## config.mk

```make
export PLATFORM = sky130hd
export DESIGN_NAME = mioc_nor_line_monitor
export DESIGN_NICKNAME = d
export VERILOG_FILES = /design/src/rtl/mioc_pkg.sv /design/src/rtl/mioc_sync2.sv /design/src/rtl/mioc_nor_line_monitor.sv
export SDC_FILE = /design/constraint.sdc
export NUM_CORES = 1
export LEC_CHECK = 0
export BUFFER_PORTS_ARGS = -buffer_cell sky130_fd_sc_hd__buf_2
export CAP_MARGIN = 10
export CORE_MARGIN = 1
export CORE_UTILIZATION = 55
export DETAILED_ROUTE_END_ITERATION = 8
export GPL_TIMING_DRIVEN = 0
export PLACE_DENSITY_LB_ADDON = 0.15
export SYNTH_ARGS = -nofsm -noshare
export SYNTH_HDL_FRONTEND = slang
export SYNTH_HIERARCHICAL = 1
export SYNTH_SLANG_ARGS = --single-unit
```

## constraint.sdc

```tcl
create_clock -name clk -period 3.5 [get_ports clk]
set_clock_uncertainty 0.05 [all_clocks]
set_input_delay 0.175 -clock clk [delete_from_list [all_inputs] [get_ports clk]]
set_output_delay 0.175 -clock clk [all_outputs]
set_load 0.02 [all_outputs]
```

## src/rtl/mioc_pkg.sv

```systemverilog
// rtl/mioc_pkg.sv - shared types for the mioc line monitors
package mioc_pkg;

    localparam int STATE_W = 2;

    typedef enum logic [STATE_W-1:0] {
        HIGH   = 2'd0,
        FALL_Q = 2'd1,
        LOW    = 2'd2,
        RISE_Q = 2'd3
    } state_t;

endpackage

```

## src/rtl/mioc_sync2.sv

```systemverilog
// rtl/mioc_sync2.sv - two-flop synchroniser, resets to the idle-high line level
module mioc_sync2 (
    input  logic clk,
    input  logic reset_n,
    input  logic d,
    output logic q
);

    logic meta;

    always_ff @(posedge clk or negedge reset_n) begin
        if (!reset_n) begin
            meta <= 1'b1;
            q    <= 1'b1;
        end else begin
            meta <= d;
            q    <= meta;
        end
    end

endmodule

```

## src/rtl/mioc_nor_line_monitor.sv

```systemverilog
// rtl/mioc_nor_line_monitor.sv - debounces the NOR output line and reports low pulses as events
module mioc_nor_line_monitor
    import mioc_pkg::*;
#(
    parameter int FILT_CYCLES = 3,
    parameter int WIDTH_W     = 8,
    parameter int CNT_W       = 8
) (
    input  logic               clk,
    input  logic               reset_n,
    input  logic               line_in,
    input  logic               en,
    output logic               level_o,
    output logic               assert_o,
    output logic [CNT_W-1:0]   evt_count,
    output logic               evt_valid,
    input  logic               evt_ready,
    output logic [WIDTH_W-1:0] evt_width,
    output logic               ovf,
    input  logic               ovf_clr
);

    localparam int                 FILT_W   = $clog2(FILT_CYCLES + 1);
    localparam logic [FILT_W-1:0]  FILT_MAX = FILT_W'(FILT_CYCLES);
    localparam logic [FILT_W-1:0]  FILT_ONE = FILT_W'(1);
    localparam logic [WIDTH_W-1:0] ACC_INIT = WIDTH_W'(FILT_CYCLES);
    localparam logic [WIDTH_W-1:0] ACC_ONE  = WIDTH_W'(1);
    localparam logic [CNT_W-1:0]   CNT_ONE  = CNT_W'(1);

    function automatic logic [WIDTH_W-1:0] sat_add(input logic [WIDTH_W-1:0] a,
                                                   input logic [WIDTH_W-1:0] b);
        logic [WIDTH_W:0] sum;
        sum = {1'b0, a} + {1'b0, b};
        return sum[WIDTH_W] ? {WIDTH_W{1'b1}} : sum[WIDTH_W-1:0];
    endfunction

    logic               s;
    state_t             state, state_nxt;
    logic [FILT_W-1:0]  filt_cnt, filt_nxt;
    logic [WIDTH_W-1:0] acc, acc_nxt;
    logic               enter_low;
    logic               evt_fire;
    logic               evt_pop;

    mioc_sync2 u_sync (
        .clk     (clk),
        .reset_n (reset_n),
        .d       (line_in),
        .q       (s)
    );

    always_ff @(posedge clk or negedge reset_n) begin
        if (!reset_n) begin
            state    <= HIGH;
            filt_cnt <= '0;
            acc      <= '0;
        end else begin
            state    <= state_nxt;
            filt_cnt <= filt_nxt;
            acc      <= acc_nxt;
        end
    end

    always_comb begin
        state_nxt = state;
        filt_nxt  = filt_cnt;
        acc_nxt   = acc;
        enter_low = 1'b0;
        evt_fire  = 1'b0;
        if (!en) begin
            state_nxt = HIGH;
            filt_nxt  = '0;
            acc_nxt   = '0;
        end else begin
            case (state)
                HIGH: begin
                    if (!s) begin
                        if (FILT_CYCLES == 1) begin
                            state_nxt = LOW;
                            enter_low = 1'b1;
                            acc_nxt   = ACC_INIT;
                            filt_nxt  = '0;
                        end else begin
                            state_nxt = FALL_Q;
                            filt_nxt  = FILT_ONE;
                        end
                    end
                end
                FALL_Q: begin
                    if (!s) begin
                        if (filt_cnt + FILT_ONE == FILT_MAX) begin
                            state_nxt = LOW;
                            enter_low = 1'b1;
                            acc_nxt   = ACC_INIT;
                            filt_nxt  = '0;
                        end else begin
                            filt_nxt = filt_cnt + FILT_ONE;
                        end
                    end else begin
                        state_nxt = HIGH;
                        filt_nxt  = '0;
                    end
                end
                LOW: begin
                    if (!s) begin
                        acc_nxt = sat_add(acc, ACC_ONE);
                    end else if (FILT_CYCLES == 1) begin
                        state_nxt = HIGH;
                        evt_fire  = 1'b1;
                    end else begin
                        state_nxt = RISE_Q;
                        filt_nxt  = FILT_ONE;
                    end
                end
                RISE_Q: begin
                    if (s) begin
                        if (filt_cnt + FILT_ONE == FILT_MAX) begin
                            state_nxt = HIGH;
                            evt_fire  = 1'b1;
                            filt_nxt  = '0;
                        end else begin
                            filt_nxt = filt_cnt + FILT_ONE;
                        end
                    end else begin
                        // a short high glitch inside the pulse still counts towards its width
                        state_nxt = LOW;
                        acc_nxt   = sat_add(acc, WIDTH_W'(filt_cnt) + ACC_ONE);
                        filt_nxt  = '0;
                    end
                end
                default: begin
                    state_nxt = HIGH;
                    filt_nxt  = '0;
                end
            endcase
        end
    end

    assign level_o = !((state == LOW) || (state == RISE_Q));
    assign evt_pop = evt_valid && evt_ready;

    always_ff @(posedge clk or negedge reset_n) begin
        if (!reset_n) begin
            assert_o  <= 1'b0;
            evt_count <= '0;
        end else begin
            assert_o <= enter_low;
            if (enter_low) begin
                evt_count <= evt_count + CNT_ONE;
            end
        end
    end

    // 1-deep holding register; a new event never overwrites an unconsumed one
    always_ff @(posedge clk or negedge reset_n) begin
        if (!reset_n) begin
            evt_valid <= 1'b0;
            evt_width <= '0;
            ovf       <= 1'b0;
        end else begin
            if (evt_fire && (!evt_valid || evt_ready)) begin
                evt_valid <= 1'b1;
                evt_width <= acc;
            end else if (evt_pop) begin
                evt_valid <= 1'b0;
            end
            if (evt_fire && evt_valid && !evt_ready) begin
                ovf <= 1'b1;
            end else if (ovf_clr) begin
                ovf <= 1'b0;
            end
        end
    end

endmodule

```

; ---- Word level (Yosys, flattened, before mapping)
; Index checks and enable logic that the tools add are counted.
[totals]
reg_bits = 33
inputBits = 6
[classes]
mux = 33
eq_ne = 13
n_addsub = 5
n_reduce_logical = 15
[op_table]
columns = operator, n
row1 = two-way mux 8 bit, 7
row2 = two-way mux 2 bit, 12
row3 = case mux 8 bit (3 select lines), 1
row4 = case mux 2 bit (4 select lines), 2
row5 = != test 3 bit (second input constant), 5
row6 = two-way mux 1 bit, 11
row7 = adder 8 x 1 -> 9 bit (second input constant), 1
row8 = adder 8 x 3 -> 9 bit, 1
row9 = adder 8 x 1 -> 8 bit (second input constant), 1
row10 = == test 2 bit (second input constant), 3
row11 = AND reduction 5 bit, 1
row12 = logical AND 1 bit, 4
row13 = != test 4 x 1 -> 1 bit (second input constant), 1
row14 = != test 4 x 3 -> 1 bit (second input constant), 1
row15 = != test 4 bit (second input constant), 1
row16 = AND reduction 4 bit, 1
row17 = nonzero test 2 bit, 2
row18 = adder 2 x 1 -> 3 bit (second input constant), 1
row19 = logical NOT 1 bit, 3
row20 = != test 3 x 2 -> 1 bit (second input constant), 1
row21 = adder 2 x 1 -> 2 bit (second input constant), 1
row22 = == test 2 x 1 -> 1 bit (second input constant), 1
row23 = logical NOT 2 bit, 1
row24 = logical OR 1 bit, 2
row25 = AND reduction 2 bit, 1

; ---- Depth between registers and ports, before layout
; Gate-level depths: netlist (run 1).
[logic_depth]
depth_word = 9
mapped_depth = 8
depth_no_buf = 8

; ---- Cells and area by module
; The synthesis (run 1) kept the hierarchy.
[by_module_without_submodules]
columns = mod, instances, seq_area_each_um2, cells_per_inst, area_each_um2
row1 = mioc_nor_line_monitor, 1, 775.7, 158, 1739.2
row2 = mioc_sync2, 1, 52.6, 2, 52.6

; ---- Worst setup path after synthesis (run 1)
; No wires, ideal clock.
[synth_timing]
path_kind = reg2reg
from = reg filt_cnt[0]
to = reg acc[6]
period_less_slack_ps = 2119
arrival_ps = 1948
path_stages_with_launch = 9
setup_slack_ps = 1381
path_buffers = 0
required_time_ps = 3329
cell_sequence = dfrtp_1 > inv_1 > ha_1 > fa_1 > inv_1 > nand3_2 > mux2_2 > o311a_1 > o22a_1
[synth_via]
elab_chain_cells = 6
elab_cells_between_ends = 10
[synth_lines]
columns = item, line
row1 = start: declaration, mioc_nor_line_monitor.sv:39  ; logic [FILT_W-1:0] filt_cnt, filt_nxt;
row2 = start signal: assignment, mioc_nor_line_monitor.sv:59  ; filt_cnt <= filt_nxt;
row3 = adder 2 x 1 -> 3 bit, mioc_nor_line_monitor.sv:127  ; acc_nxt = sat_add(acc, WIDTH_W'(filt_cnt) + ACC_ONE);
row4 = adder 8 x 3 -> 9 bit, mioc_nor_line_monitor.sv:33  ; sum = {1'b0, a} + {1'b0, b};
row5 = two-way mux 8 bit, mioc_nor_line_monitor.sv:34  ; return sum[WIDTH_W] ? {WIDTH_W{1'b1}} : sum[WIDTH_W-1:0];
row6 = two-way mux 8 bit, mioc_nor_line_monitor.sv:116  ; if (s) begin
row7 = case mux 8 bit (3 select lines), mioc_nor_line_monitor.sv:75  ; case (state)
row8 = two-way mux 8 bit, mioc_nor_line_monitor.sv:70  ; if (!en) begin
row9 = end signal: assignment, mioc_nor_line_monitor.sv:60  ; acc <= acc_nxt;
row10 = end: declaration, mioc_nor_line_monitor.sv:40  ; logic [WIDTH_W-1:0] acc, acc_nxt;
; Several ways; a longest one is shown, not always the timed one. The select of a mux whose other input is x is not followed.
; A chain may end at the register's enable or synchronous reset.

; ---- Final worst setup path (run 1)
[layout_timing]
from = reg acc[0]
to = reg acc[6]
[layout_via]
elab_chain_cells = 5
elab_cells_between_ends = 8
[layout_lines]
columns = item, line
row1 = adder 8 x 3 -> 9 bit or adder 8 x 1 -> 9 bit (tied branches), mioc_nor_line_monitor.sv:33
row2 = two-way mux 8 bit, mioc_nor_line_monitor.sv:34
row3 = "two-way mux 8 bit, on equally long branches", "mioc_nor_line_monitor.sv:116, mioc_nor_line_monitor.sv:105"
row4 = case mux 8 bit (3 select lines) *, mioc_nor_line_monitor.sv:75
row5 = two-way mux 8 bit *, mioc_nor_line_monitor.sv:70
; Mark *: on every way between the ends. The rest lies on a longest branch, timed or not. The select of a mux whose other input is x is not followed.

==> results.toml, run 1 <==
[outcome]
status = "finished clean"

[worst_setup_path]
path_class = "reg2reg"
reg2reg_depth = 8
r2r_slack_ps = 1180
rr_endpoint = "acc[6]"
cp.arrival_ps = 2510
r2r_start = "acc[0]"
cp-start-kind = "flip-flop"
critPathRequiredTime_ps = 3690
cp-end-kind = "flip-flop"
worst-path-max-fanout = 5

[cts]
root_buffer = "clkbuf_4"
cts_htree_levels = 2
numCtsBuffers = 5
cts_max_path_buffers = 2
cts.sinks = 33
clk_latency_ps = 340
cts.reportedPaths.clkPinSlew_ps = 110
post_cts_buffers = 0
cts_tree = "built"

[synthesis]
ys_ff_latch = 33
synth_cell_types = 53
synth-compound-area-share_pct = 12.08
avgSynthCellArea_um2 = 11.20
syn_nets = 171
muxShareOfSynthArea_pct = 8.520
synth_simple_gate_area_share_pct = 19.83
synth_top_family_by_area = "simple AND/OR/NAND/NOR gates"
synth_xor_area_share_pct = 4.399
postSynthCellCount = 160
synth_ff_type = "dfrtp_1"
ys_async_sr_fraction_pct = 100.0
syn-cell-area_mm2 = 0.001792
ys_warn_count = 6
synth_area_leaders = "dfrtp_1 43%, mux2_4 6.7%, dfstp_2 2.9%, ha_1 2.8%, nand4_1 2.8%"
synth_top_area_share_pct = 43.30
synth.cells.most_frequent = "31 x dfrtp_1, 9 x nor2_1"
synth-edff-count = 0
synthAdderAreaFrac_pct = 3.911
synth_most_common_cell = "dfrtp_1"
synth_top_area_cell = "dfrtp_1"
ys_seq_area_share_pct = 46.23

[routing]
drt_wl_total_um = 3344
drc = 0
first_iter_violations = 68
viasPerCell = 5.604
vias = 1345
routedWlPerCell_um = 13.93
route.antenna.remaining_nets = 0
drtPass1Iterations = 4

[global_routing]
grt_max_degree = 34
grt_pass1_vias = 1285
grt_pass1_wl_um = 5816
antenna_found_initial = 0
overflow = 0
track_usage_pct = 22.55

[final_layout]
diodes = 0
area_growth_pct = 15.64
area.sequential_um2 = 828.3
final_core_utilization_pct = 67.32
multi_input_area_um2 = 873.3
fillers = 270
drive_above_1_share_pct = 32.65
layout.nets = 206

[die]
die_h_um = 59.08
core_mm2 = 0.003078
ioPinCount = 26
die-area_mm2 = 0.003490
num_rows = 20
start_util_pct = 58.21
die-width_um = 59.08

[power]
power.density_mw_per_mm2 = 325.7
power.total_w = 0.0006749
leakagePower_nw = 1.017
vdd_drop_max_mv = 0.3340

[placement]
pre_cts_ws_ps = 1181
dp_hpwl_um = 2355
gp_congestion = 0.9229
io_buffers = 25

[timing]
finalWorstPathRequiredPeriod_ps = 2319
worst_pin_slew_ps = 708.9
clock.fmax_ghz = 0.4312
slew-limit-headroom_pct = 52.74
setup_viol = 0
finalSetupTns_ps = 0
setup_ws_ps = 1181
hold_viol_final = 0
period_share_pct = 66.26
grt_setup_unrepaired = "false"
report.final.slew_viol_count = 0

[worst_hold_path]
min_to = "evt_valid"
hold_path_class = "in2reg"
hp-start = "evt_ready"
hold-path-cell-count = 3

[run]
max_cap_violations = 0
## critical path, stage by stage, from the launching register on
cell     delay (ps)
dfrtp_1         430
inv_1            80
ha_1            210
fa_1            410
inv_1           120
nand3_2         110
mux2_2          320
o311a_1         300
o22a_1          200
## how the worst max path moves through the flow
stage	start	endpoint	slack, ps	cells past startpoint
6_report	acc[0]	acc[6]	1180	8
5_1_grt	acc[0]	acc[6]	1020	8
4_1_cts	acc[0]	acc[6]	1180	8
3_5_place_dp	acc[0]	acc[6]	1180	8
3_3_place_gp	filt_cnt[0]	acc[6]	1260	8
2_1_floorplan	filt_cnt[0]	acc[6]	1380	8
## what timing repair did
item | 4_1_cts | 5_1_grt
resized for setup | 0 | 0
endpoints found under the setup margin | 0 | 0
hold endpoints to repair | 33 | 0
hold buffers | 3 | 0
## cell type report
type / instances / area share, %
Multi-Input combinational cell: 111 / 42.15
Sequential cell: 33 / 39.98
Timing Repair Buffer: 28 / 7.488
Clock buffer: 7 / 3.140
Buffer: 8 / 2.899
Tap cell: 44 / 2.657
Inverter: 8 / 1.449
Clock inverter: 1 / 0.2415
## cells in the final DEF, fill, tap and decap left out, types with 2 or more instances in the layout
cell type      instances
nand3_2                2
buf_2                 28
inv_1                  8
o21a_1                 2
mux2_4                 8
a32o_1                 2
and3_1                 3
o21ai_0                5
buf_6                  2
nand2_1                8
nor2_1                 9
nor2_2                 3
ha_1                   4
clkbuf_8               2
nor3_1                 2
dfstp_2                2
o22ai_1                3
or3_1                  2
nand4_1                8
o211a_1                2
o21ai_1                3
dlygate4sd3_1          3
clkbuf_4               5
nand3_1                5
xnor2_1                5
buf_4                  3
nor2b_1                2
a21oi_1                2
dfrtp_1               31
nand2b_1               2
xor2_1                 4
## metrics by stage
stage	cell area, um^2	hold WS [ps]	cells
floorplan	1792	-170.6	160
global placement	1972	209.4	229
detailed placement	1972	215.3	229
CTS	2072	74.70	240
global route	2072	65.70	240
finish	2072	85.02	240
## where the power goes
group           total, W  switching [W]  internal (W)
Clock           0.000244       0.000127      0.000116
Sequential      0.000393     0.00000607      0.000387
Combinational  0.0000384      0.0000230     0.0000155
## flip-flops by register name (all words and copies together) (netlist names)
name	cells
acc	8
assert_o	1
evt_count	8
evt_valid	1
evt_width	8
filt_cnt	2
ovf	1
state	2
u_sync/meta	1
u_sync/q	1
## routing by layer
metal	share of wire [%]	global-route usage (%)	up-vias
met5	0	0	-
met4	2.2	9.524	0
met3	4.9	6.769	10
met2	48	35.06	38
met1	45	29.25	658
li1	-	-	639
## cell families after synthesis
family	after synthesis
fa+ha+maj	5
flops	33
simple gates	56
buf+inv	16
compound gates	30
xor+xnor	9
mux	11
Note: power is estimated with default switching activity, not from simulation.
==> inputs of run 2 (changes only) <==
Settings changed: ABC_AREA from default to 1, CORE_UTILIZATION 55 to 51.
Clock period 3.5 ns to 2 ns, I/O delays scaled along.
==> results.toml, run 2 <==
[worst_setup_path]
cp-start-kind = "flip-flop"
critPathRequiredTime_ps = 2190
r2r_slack_ps = 160
worst-path-max-fanout = 3
r2r_start = "acc[0]"
path_class = "reg2reg"
reg2reg_depth = 11
cp.arrival_ps = 2030
cp-end-kind = "flip-flop"
rr_endpoint = "acc[6]"

[cts]
cts_htree_levels = 2
numCtsBuffers = 5
cts.sinks = 33
cts_tree = "built"
cts_max_path_buffers = 2
clk_latency_ps = 340
root_buffer = "clkbuf_4"
cts.reportedPaths.clkPinSlew_ps = 100

[power]
vdd_drop_max_mv = 0.4825
power.density_mw_per_mm2 = 714.3
leakagePower_nw = 1.159

[worst_hold_path]
hold-path-cell-count = 4
hold_path_class = "in2reg"
min_to = "evt_valid"
hp-start = "evt_ready"

[synthesis]
synth_most_common_cell = "nand2_1"
synth_top_area_share_pct = 42.06
synth_cell_types = 29
ys_seq_area_share_pct = 44.91
ys_async_sr_fraction_pct = 100.0
synth.cells.most_frequent = "70 x nand2_1, 31 x dfrtp_1, 27 x inv_1"
synth_simple_gate_area_share_pct = 28.83
synth-edff-count = 0
ys_warn_count = 6
syn-cell-area_mm2 = 0.001844
synth_ff_type = "dfrtp_1"
avgSynthCellArea_um2 = 8.125
synth-compound-area-share_pct = 8.887
syn_nets = 238
synth_top_area_cell = "dfrtp_1"
synthAdderAreaFrac_pct = 3.799
ys_ff_latch = 33
postSynthCellCount = 227
synth_area_leaders = "dfrtp_1 42%, nand2_1 14%, nand3_1 6.8%, inv_1 5.5%, o21ai_2 3.3%"
muxShareOfSynthArea_pct = 0
synth_xor_area_share_pct = 5.699
synth_top_family_by_area = "simple AND/OR/NAND/NOR gates"

[timing]
setup_ws_ps = 156.3
report.final.slew_viol_count = 0
worst_pin_slew_ps = 717.4
hold_viol_final = 0
grt_setup_unrepaired = "false"
period_share_pct = 92.18
clock.fmax_ghz = 0.5424
setup_viol = 0
finalSetupTns_ps = 0
slew-limit-headroom_pct = 52.18
finalWorstPathRequiredPeriod_ps = 1844

[routing]
route.antenna.remaining_nets = 0
routedWlPerCell_um = 11.17
drt_wl_total_um = 3486
drtPass1Iterations = 4
first_iter_violations = 51
viasPerCell = 5.067
drc = 0
vias = 1581

[placement]
dp_hpwl_um = 2537
pre_cts_ws_ps = -28.64
io_buffers = 25
gp_congestion = 0.8887

[die]
ioPinCount = 26
die-width_um = 62.14
die_h_um = 62.14
core_mm2 = 0.003390
start_util_pct = 54.41
die-area_mm2 = 0.003861
num_rows = 21

[final_layout]
diodes = 0
drive_above_1_share_pct = 24.06
area_growth_pct = 17.57
layout_commonest_cell = "nand2_1"
layout.nets = 276
reg_top3 = "acc: 8 flops, evt_count: 8 flops, evt_width: 8 flops"
mostFrequentLayoutCells = "69 x nand2_1, 31 x dfrtp_1, 27 x buf_2"

[global_routing]
grt_pass1_wl_um = 6465
antenna_found_initial = 0
grt_pass1_vias = 1502
overflow = 0
grt_max_degree = 34
track_usage_pct = 21.28

[outcome]
status = "finished clean"

[run]
max_cap_violations = 0
==> run 2: critical path, stage by stage (launching register included) <==
cell,delay [ps]
dfrtp_1,370
inv_1,100
ha_1,230
fa_2,360
inv_1,80
nand3_2,90
nor2_1,140
nand3_1,80
o211ai_1,80
nand2_1,70
nand2_1,50
nand2_1,40
==> run 2: metal layers <==
| layer | track usage [%] | share of wire (%) | vias up |
|---|---|---|---|
| met3 | 4.963 | 5.2 | 8 |
| li1 | - | - | 804 |
| met5 | 0 | 0 | - |
| met2 | 34.89 | 47 | 47 |
| met1 | 26.71 | 46 | 722 |
| met4 | 9.593 | 1.9 | 0 |
==> run 2: worst max path at each step <==
stage,start,end
after global routing,acc[0],acc[5]
after CTS,acc[0],acc[2]
after floorplan,acc[0],acc[6]
final,acc[0],acc[6]
after detailed placement,acc[0],acc[2]
after global placement,acc[0],acc[2]
==> run 2: metrics by stage <==
stage          hold slack [ps]  utilization, %  power [W]  std cells  instance area (um^2)
2_1_floorplan           -245.6               -   0.001006        227                  1844
3_3_place_gp             151.4           59.80   0.001099        298                  2027
3_5_place_dp             149.2           59.80   0.001106        298                  2027
4_1_cts                  5.473           63.12   0.001543        310                  2140
5_1_grt                  44.80           63.97   0.001648        312                  2168
6_report                 22.49           63.97   0.001549        312                  2168
==> run 2: what timing repair did <==
item / CTS / global route
buffers inserted: 0 / 2
hold endpoints to repair: 33 / 0
hold buffers: 4 / 0
gates resized for setup: 1 / 4
endpoints found under the setup margin: 5 / 8
==> run 2: final cells by class <==
| cell class | instances | area [um^2] |
|---|---|---|
| fill | 305 | 1221 |
| clock inverter | 1 | 5.005 |
| timing repair buffer | 31 | 180.2 |
| buffer | 4 | 28.78 |
| multi-input combinational | 159 | 887.1 |
| tap | 46 | 57.56 |
| sequential | 33 | 828.3 |
| clock buffer | 7 | 65.06 |
| inverter | 31 | 116.4 |
==> run 2: power breakdown <==
| part | internal (W) | total [W] | switching, W |
|---|---|---|---|
| sequential | 0.000708 | 0.000741 | 0.0000330 |
| combinational | 0.000131 | 0.000382 | 0.000251 |
| clock | 0.000204 | 0.000426 | 0.000222 |
==> run 2: cell families after synthesis <==
family	count (synthesis)
simple gates	117
buf+inv	35
flops	33
compound gates	25
xor+xnor	12
fa+ha+maj	5
